[src/rtl/cdb_arbiter.sv]
// Common data bus arbiter: round-robin grant among ALU/MULT/LB/ACU writebacks
// with same-cycle acknowledgements and a one-cycle registered broadcast.
module cdb_arbiter #(
  parameter int XLEN      = 32,
  parameter int ROB_IDX_W = 5
) (
  input  logic                 clock,
  input  logic                 reset,
  input  logic                 squash,
  input  logic                 alu_wr_valid,
  input  logic                 mult_wr_valid,
  input  logic                 lb_wr_valid,
  input  logic                 acu_wr_valid,
  input  logic [ROB_IDX_W-1:0] alu_wr_tag,
  input  logic [ROB_IDX_W-1:0] mult_wr_tag,
  input  logic [ROB_IDX_W-1:0] lb_wr_tag,
  input  logic [ROB_IDX_W-1:0] acu_wr_tag,
  input  logic [XLEN-1:0]      alu_wr_value,
  input  logic [XLEN-1:0]      mult_wr_value,
  input  logic [XLEN-1:0]      lb_wr_value,
  input  logic [XLEN-1:0]      acu_wr_value,
  output logic                 alu_wr_written,
  output logic                 mult_wr_written,
  output logic                 lb_wr_written,
  output logic                 acu_wr_written,
  output logic                 cdb_valid,
  output logic [ROB_IDX_W-1:0] cdb_tag,
  output logic [XLEN-1:0]      cdb_value,
  output logic [1:0]           cdb_src
);

  logic [3:0]           req_p0;
  logic [1:0]           rr_ptr;
  logic                 grant_any_p0;
  logic [1:0]           grant_idx_p0;
  logic [3:0]           grant_vec_p0;
  logic [ROB_IDX_W-1:0] win_tag_p0;
  logic [XLEN-1:0]      win_value_p0;

  logic                 vld_p1;
  logic [ROB_IDX_W-1:0] tag_p1;
  logic [XLEN-1:0]      value_p1;
  logic [1:0]           src_p1;

  // Returns {found, index} of the first requester at or after ptr, modulo 4.
  function automatic logic [2:0] rr_pick(input logic [3:0] req, input logic [1:0] ptr);
    logic [2:0] res;
    logic [1:0] idx;
    res = 3'b000;
    for (int k = 3; k >= 0; k--) begin
      idx = ptr + 2'(k);
      if (req[idx]) res = {1'b1, idx};
    end
    return res;
  endfunction

  assign req_p0 = {acu_wr_valid, lb_wr_valid, mult_wr_valid, alu_wr_valid};

  // Stage p0: combinational arbitration, independent of tag/value.
  always_comb begin
    grant_any_p0 = 1'b0;
    grant_idx_p0 = 2'd0;
    grant_vec_p0 = 4'b0000;
    {grant_any_p0, grant_idx_p0} = rr_pick(req_p0, rr_ptr);
    if (!reset || squash) grant_any_p0 = 1'b0;
    if (grant_any_p0) grant_vec_p0 = 4'b0001 << grant_idx_p0;
  end

  assign alu_wr_written  = grant_vec_p0[0];
  assign mult_wr_written = grant_vec_p0[1];
  assign lb_wr_written   = grant_vec_p0[2];
  assign acu_wr_written  = grant_vec_p0[3];

  always_comb begin
    win_tag_p0   = alu_wr_tag;
    win_value_p0 = alu_wr_value;
    case (grant_idx_p0)
      2'd1: begin
        win_tag_p0   = mult_wr_tag;
        win_value_p0 = mult_wr_value;
      end
      2'd2: begin
        win_tag_p0   = lb_wr_tag;
        win_value_p0 = lb_wr_value;
      end
      2'd3: begin
        win_tag_p0   = acu_wr_tag;
        win_value_p0 = acu_wr_value;
      end
      default: begin
        win_tag_p0   = alu_wr_tag;
        win_value_p0 = alu_wr_value;
      end
    endcase
  end

  // Stage p1: broadcast register; payload holds when no grant so the bus stays quiet.
  always_ff @(posedge clock) begin
    if (!reset) begin
      rr_ptr   <= 2'd0;
      vld_p1   <= 1'b0;
      tag_p1   <= '0;
      value_p1 <= '0;
      src_p1   <= 2'd0;
    end else begin
      vld_p1 <= grant_any_p0;
      if (grant_any_p0) begin
        rr_ptr   <= grant_idx_p0 + 2'd1;
        tag_p1   <= win_tag_p0;
        value_p1 <= win_value_p0;
        src_p1   <= grant_idx_p0;
      end
    end
  end

  assign cdb_valid = vld_p1;
  assign cdb_tag   = tag_p1;
  assign cdb_value = value_p1;
  assign cdb_src   = src_p1;

endmodule

[config.mk]
export PLATFORM = sky130hd
export DESIGN_NAME = cdb_arbiter
export DESIGN_NICKNAME = d
export VERILOG_FILES = /design/src/rtl/cdb_arbiter.sv
export SDC_FILE = /design/constraint.sdc
export NUM_CORES = 1
export LEC_CHECK = 0
export ABC_AREA = 1
export BUFFER_PORTS_ARGS = -buffer_cell sky130_fd_sc_hd__buf_2
export CAP_MARGIN = 20
export CORE_AREA = 4 4 75 105
export DETAILED_ROUTE_END_ITERATION = 10
export DIE_AREA = 0 0 79 109
export PLACE_DENSITY_LB_ADDON = 0.05
export SLEW_MARGIN = 10
export SYNTH_ARGS = -nofsm -noshare
export SYNTH_HDL_FRONTEND = slang
export SYNTH_SLANG_ARGS = --single-unit
[constraint.sdc]
create_clock -name clock -period 7.5 [get_ports clock]
set_input_delay 0 -clock clock [delete_from_list [all_inputs] [get_ports clock]]
set_output_delay 0 -clock clock [all_outputs]
set_load 0.02 [all_outputs]
# [Word level (Yosys, flattened, before mapping)]
# Index checks and enable logic that the tools add are counted.
[op_classes] add_sub_neg=4 multipliers=0 div_mod_pow=0 n_lt_le_gt_ge=4 eq_ne=3 n_shift=1 muxes=16 bitwise=0 reduce_logical=2
[op_table] operator="$pmux 32 s3" count=1
[op_table] operator="$pmux 5 s3" count=1
[op_table] operator="$lt 2x3->1 const B" count=4
[op_table] operator="$mux 3" count=4
[op_table] operator="$bmux 1 s2" count=4
[op_table] operator="$mux 1" count=5
[op_table] operator="$add 2x1->2 const B" count=2
[op_table] operator="$add 2x2->2 const B" count=2
[op_table] operator="$eq 2x2->1 const B" count=2
[op_table] operator="$mux 4" count=1
[op_table] operator="$shl 1x2->4 const A" count=1
[op_table] operator="$eq 2x1->1 const B" count=1
[op_table] operator="$logic_not 1->1" count=1
[op_table] operator="$logic_or 1x1->1" count=1
[totals] reg_bits=42 latch_bits=0 ramBits=0 mem_bits_ro=0 in_bits=155 elab_cells=35 memories=0

# [Longest topological paths before layout]
[depth] depth_word=9 ltp_mapped=17

# [Worst setup path after synthesis]
# OpenSTA, ideal clock, no wires.
[synth_timing] kind="register to register" startpoint="register rr_ptr[0]" endpoint="register value_p1[18] (netlist: cdb_value[18])" arrival_ns=2.305 required_ns=7.388 path_slack_ns=5.082 path_stages_with_launch=16 path_buffers=4 synth_period_minus_slack_ns=2.418 path_cell_list="dfxtp_1 -> buf_6 -> o21ai_2 -> nand2_1 -> nand2_1 -> inv_2 -> a21boi_4 -> buf_6 -> inv_1 -> ha_1 -> clkbuf_8 -> dlygate4sd1_1 -> a221oi_1 -> nand2_1 -> nand2_1 -> nand2_1"
[synth_between] elab_chain_cells=9
[synth_lines] item="start, declared" line="33" text="logic [1:0] rr_ptr;"
[synth_lines] item="start signal, assigned" line="108" text="rr_ptr <= grant_idx_p0 + 2'd1;"
[synth_lines] item="$add 2x2->2" line="51" text="idx = ptr + 2'(k);"
[synth_lines] item="$bmux 1 s2" line="52" text="if (req[idx]) res = {1'b1, idx};"
[synth_lines] item="$mux 1 (implied by the code)" line="52"
[synth_lines] item="$mux 3 (3 in a row)" line="52"
[synth_lines] item="$mux 3 (*)" line="52"
[synth_lines] item="via grant_idx_p0[1]" line="35" text="logic [1:0] grant_idx_p0;"
[synth_lines] item="$eq 2x2->1 or $eq 2x1->1 (tied branches)" line="77" text="case (grant_idx_p0)"
[synth_lines] item="$pmux 32 s3 (*)" line="77"
[synth_lines] item="end signal, assigned" line="110" text="value_p1 <= win_value_p0;"
[synth_lines] item="end, declared" line="42" text="logic [XLEN-1:0] value_p1;"
# The timed path passes the listed nets; every way through them passes the cells marked *. The select of a mux whose other input is x is not followed.
# A chain may end at the register's enable or synchronous reset.

# [Worst setup path after layout]
[layout_timing] startpoint="register rr_ptr[0]" endpoint="register tag_p1[4] (netlist: cdb_tag[4])"
[layout_between] elab_chain_cells=9
[layout_lines] item="$add 2x2->2" line="51"
[layout_lines] item="$bmux 1 s2" line="52"
[layout_lines] item="$mux 1 (implied by the code)" line="52"
[layout_lines] item="$mux 3 (3 in a row)" line="52"
[layout_lines] item="$mux 3 (*)" line="52"
[layout_lines] item="$eq 2x2->1 or $eq 2x1->1 (tied branches)" line="77"
[layout_lines] item="$pmux 5 s3" line="77"
[layout_lines] item="end signal, assigned" line="109" text="tag_p1 <= win_tag_p0;"
[layout_lines] item="end, declared" line="41" text="logic [ROB_IDX_W-1:0] tag_p1;"
# Every way passes the cells marked *; elsewhere a longest branch is shown, timed or not. The select of a mux whose other input is x is not followed.

==> impl_metrics.tcl <==
set metrics [dict create \
    root_buffer "clkbuf_8" \
    worst_hold_slack_ns 0.005445 \
    core_region_area_sq_mm 0.006937 \
    num_rows 36 \
    port_buffers 198 \
    htreeDepth 2 \
    p_leak_nw 2.317 \
    die_h_microns 109 \
    yosysUniqueCellTypes 22 \
    drt_iter0_markers 160 \
    fin_nets 792 \
    synth_top_area_cell "dfxtp_1" \
    synth_edf_count 0 \
    syn_area_sq_mm 0.003277 \
    slew_headroom_pct 41.37 \
    power_mw 0.9464 \
    cp.buffers_inverters 4 \
    grt.total_usage_pct 22.85 \
    slowest_delay_ns 0.53 \
    floorplan.initialDensity_pct 47.24 \
    grt_max_degree 81 \
    antenna_found_initial 0 \
    final_antenna_net_count 0 \
    maxCapViolCount 0 \
    clk-insertion-delay-late_ns 0.30 \
    synth_common_cells "nand2_1, inv_1, nand3_1" \
    wire_per_inst_microns 13.80 \
    place_area_sq_mm 0.003971 \
    async_flop_share_pct 0 \
    worstSetupPathType "flip-flop to flip-flop" \
    setup_violations 0 \
    seq_area_sq_um 840.8 \
    clk_pin_slew_ns 0.08 \
    multi_input_area_sq_mm 0.001784 \
    overflow 0 \
    drive_gt1_share_pct 41.48 \
    max_slew.worst_pin.slew_ns 0.8794 \
    hold_violations 0 \
    die-area_sq_mm 0.008611 \
    vias 3638 \
    avgSynthCellArea_sq_um 7.266 \
    clk_path_buf_depth 2 \
    start_kind "flip-flop" \
    ir_drop_mv 0.1098 \
    fin_crit_sh_pct 43.38 \
    cts_num_sinks 42 \
    ys.flop_type "dfxtp_1" \
    slowest_stage "dfxtp_1" \
    yosysMostFrequentCell "nand2_1" \
    dieWidth_microns 79 \
    fin_cells 729 \
    routed_wl_microns 10060 \
    cp.arrival_ns 3.45 \
    status "completed" \
    syn_inst 451 \
    fin_crit_ns 3.253 \
    numCtsBuffers 5 \
    path_cells "inv_1 > nand2_1 > nand3_1 > nand2_1 > nand3_1 > nand3_1 > nand2_2 > buf_12 > inv_2 > ha_2 > buf_4 > a21oi_1 > nand2_1 > nand2_1" \
    syn_nets 609 \
    ys_ff_latch 42 \
    critPathCaptureType "flip-flop" \
    required_ns 7.69 \
    grt_pass1_vias 3449 \
    slew_violations 0 \
    ioPinCount 199 \
    drt_first_pass_iters 4 \
    max_freq_mhz 307.4 \
    synth.area.top_cells "dfxtp_1, nand2_1, nand3_2, a221oi_1, clkbuf_8" \
    cp_max_fo 47 \
    rsz0062_at_grt "no" \
    skew_ns 0.008705 \
    crit_family "buffers and inverters" \
    hpwlAfterDp_microns 7280 \
    setup_tns_ns 0 \
    dp_cells 710 \
    ys_seq_area_share_pct 25.66 \
    drc_errors 0 \
    yosys_warnings 0 \
    fillers 735 \
    syn2layout_area_growth_pct 27.57 \
    routed_via_density 4.990 \
    diodes 0 \
    gp_congestion 0.8132 \
    worstHoldPathType "input port to flip-flop" \
    postLayoutCellArea_sq_mm 0.004180 \
    grt_pass1_wl_microns 15990 \
    power_density_mw_per_mm2 226.4 \
    crit_top_cell "nand2_1" \
    synth_top_area_share_pct 25.66 \
    cts_tree "done" \
]
tightest hold or removal path, cell delays in order:
cell and delay [ns]:
buf_2 0.08, nand3_2 0.06, nand2_1 0.05, nand2_1 0.04
nand2_1 0.05
power by group:
group	total [mW]	internal, mW	switching (mW)
Combinational	0.510	0.186	0.324
Clock	0.144	0.0627	0.0817
Sequential	0.292	0.268	0.0240
Total	0.946	0.517	0.430
worst paths after layout:
check	cells past startpoint	start	to	slack (ns)
hold reg to reg	2	cdb_value[26]	cdb_value[26]	0.47
hold / removal	5	acu_wr_value[25]	cdb_value[25]	0.005
setup / recovery	14	rr_ptr[0]	cdb_tag[4]	4.25
setup reg to reg	14	rr_ptr[0]	cdb_tag[4]	4.25
state kept, by name (all words and copies together) (netlist names):
register / flops
cdb_value: 32
cdb_tag: 5
cdb_src: 2
rr_ptr: 2
cdb_valid: 1
cells in the final DEF, fill, tap and decap left out, types with 4 or more instances in the layout:
cell	instances
dfxtp_1	42
nand3_2	35
nand3_1	46
clkbuf_8	5
buf_4	4
inv_2	5
dlygate4sd3_1	11
inv_1	50
nor2_1	6
nand2_1	136
nand2_2	9
a221oi_1	37
buf_2	198
a21oi_1	40
layout make-up:
type | instances | area share (%)
clock buffers | 5 | 1.646
flip-flops and latches | 42 | 20.11
well taps | 95 | 2.843
multi-input cells | 316 | 42.68
clock inverters | 2 | 0.2394
repair buffers | 214 | 27.54
inverters | 55 | 4.939
metrics by stage:
stage | setup slack, ns | util [%]
floorplan | 5.082 | -
global placement | 3.987 | 57.25
detailed placement | 3.869 | 57.25
CTS | 3.831 | 59.97
global route | 3.822 | 60.26
finish | 4.247 | 60.26
cells by family (layout without fill, tap and decap cells):
| kind of cell | after synthesis | count (layout) | synth area share, % |
|---|---|---|---|
| flip-flops | 42 | 42 | 25.66 |
| AO/OA/AOI/OAI | 80 | 80 | 16.99 |
| adder cells (fa/ha/maj) | 3 | 3 | 1.146 |
| buffers and inverters | 93 | 276 | 19.97 |
| AND/OR/NAND/NOR | 233 | 233 | 36.24 |
timing repair:
item | CTS | global route
endpoints found under the hold margin | 11 | 0
buffers inserted | 0 | 0
gates resized for setup | 0 | 0
hold buffers | 11 | 0
metal layers:
metal	vias to the layer above	share of wire (%)	routed length, microns	GRT usage [%]
met5	-	0	0	0
met4	0	1.7	174	6.634
met3	12	6.7	674	4.050
met2	120	52	5247	42.05
met1	1641	39	3963	26.78
li1	1865	-	-	-
No activity file was read; power rests on OpenSTA's default activity.
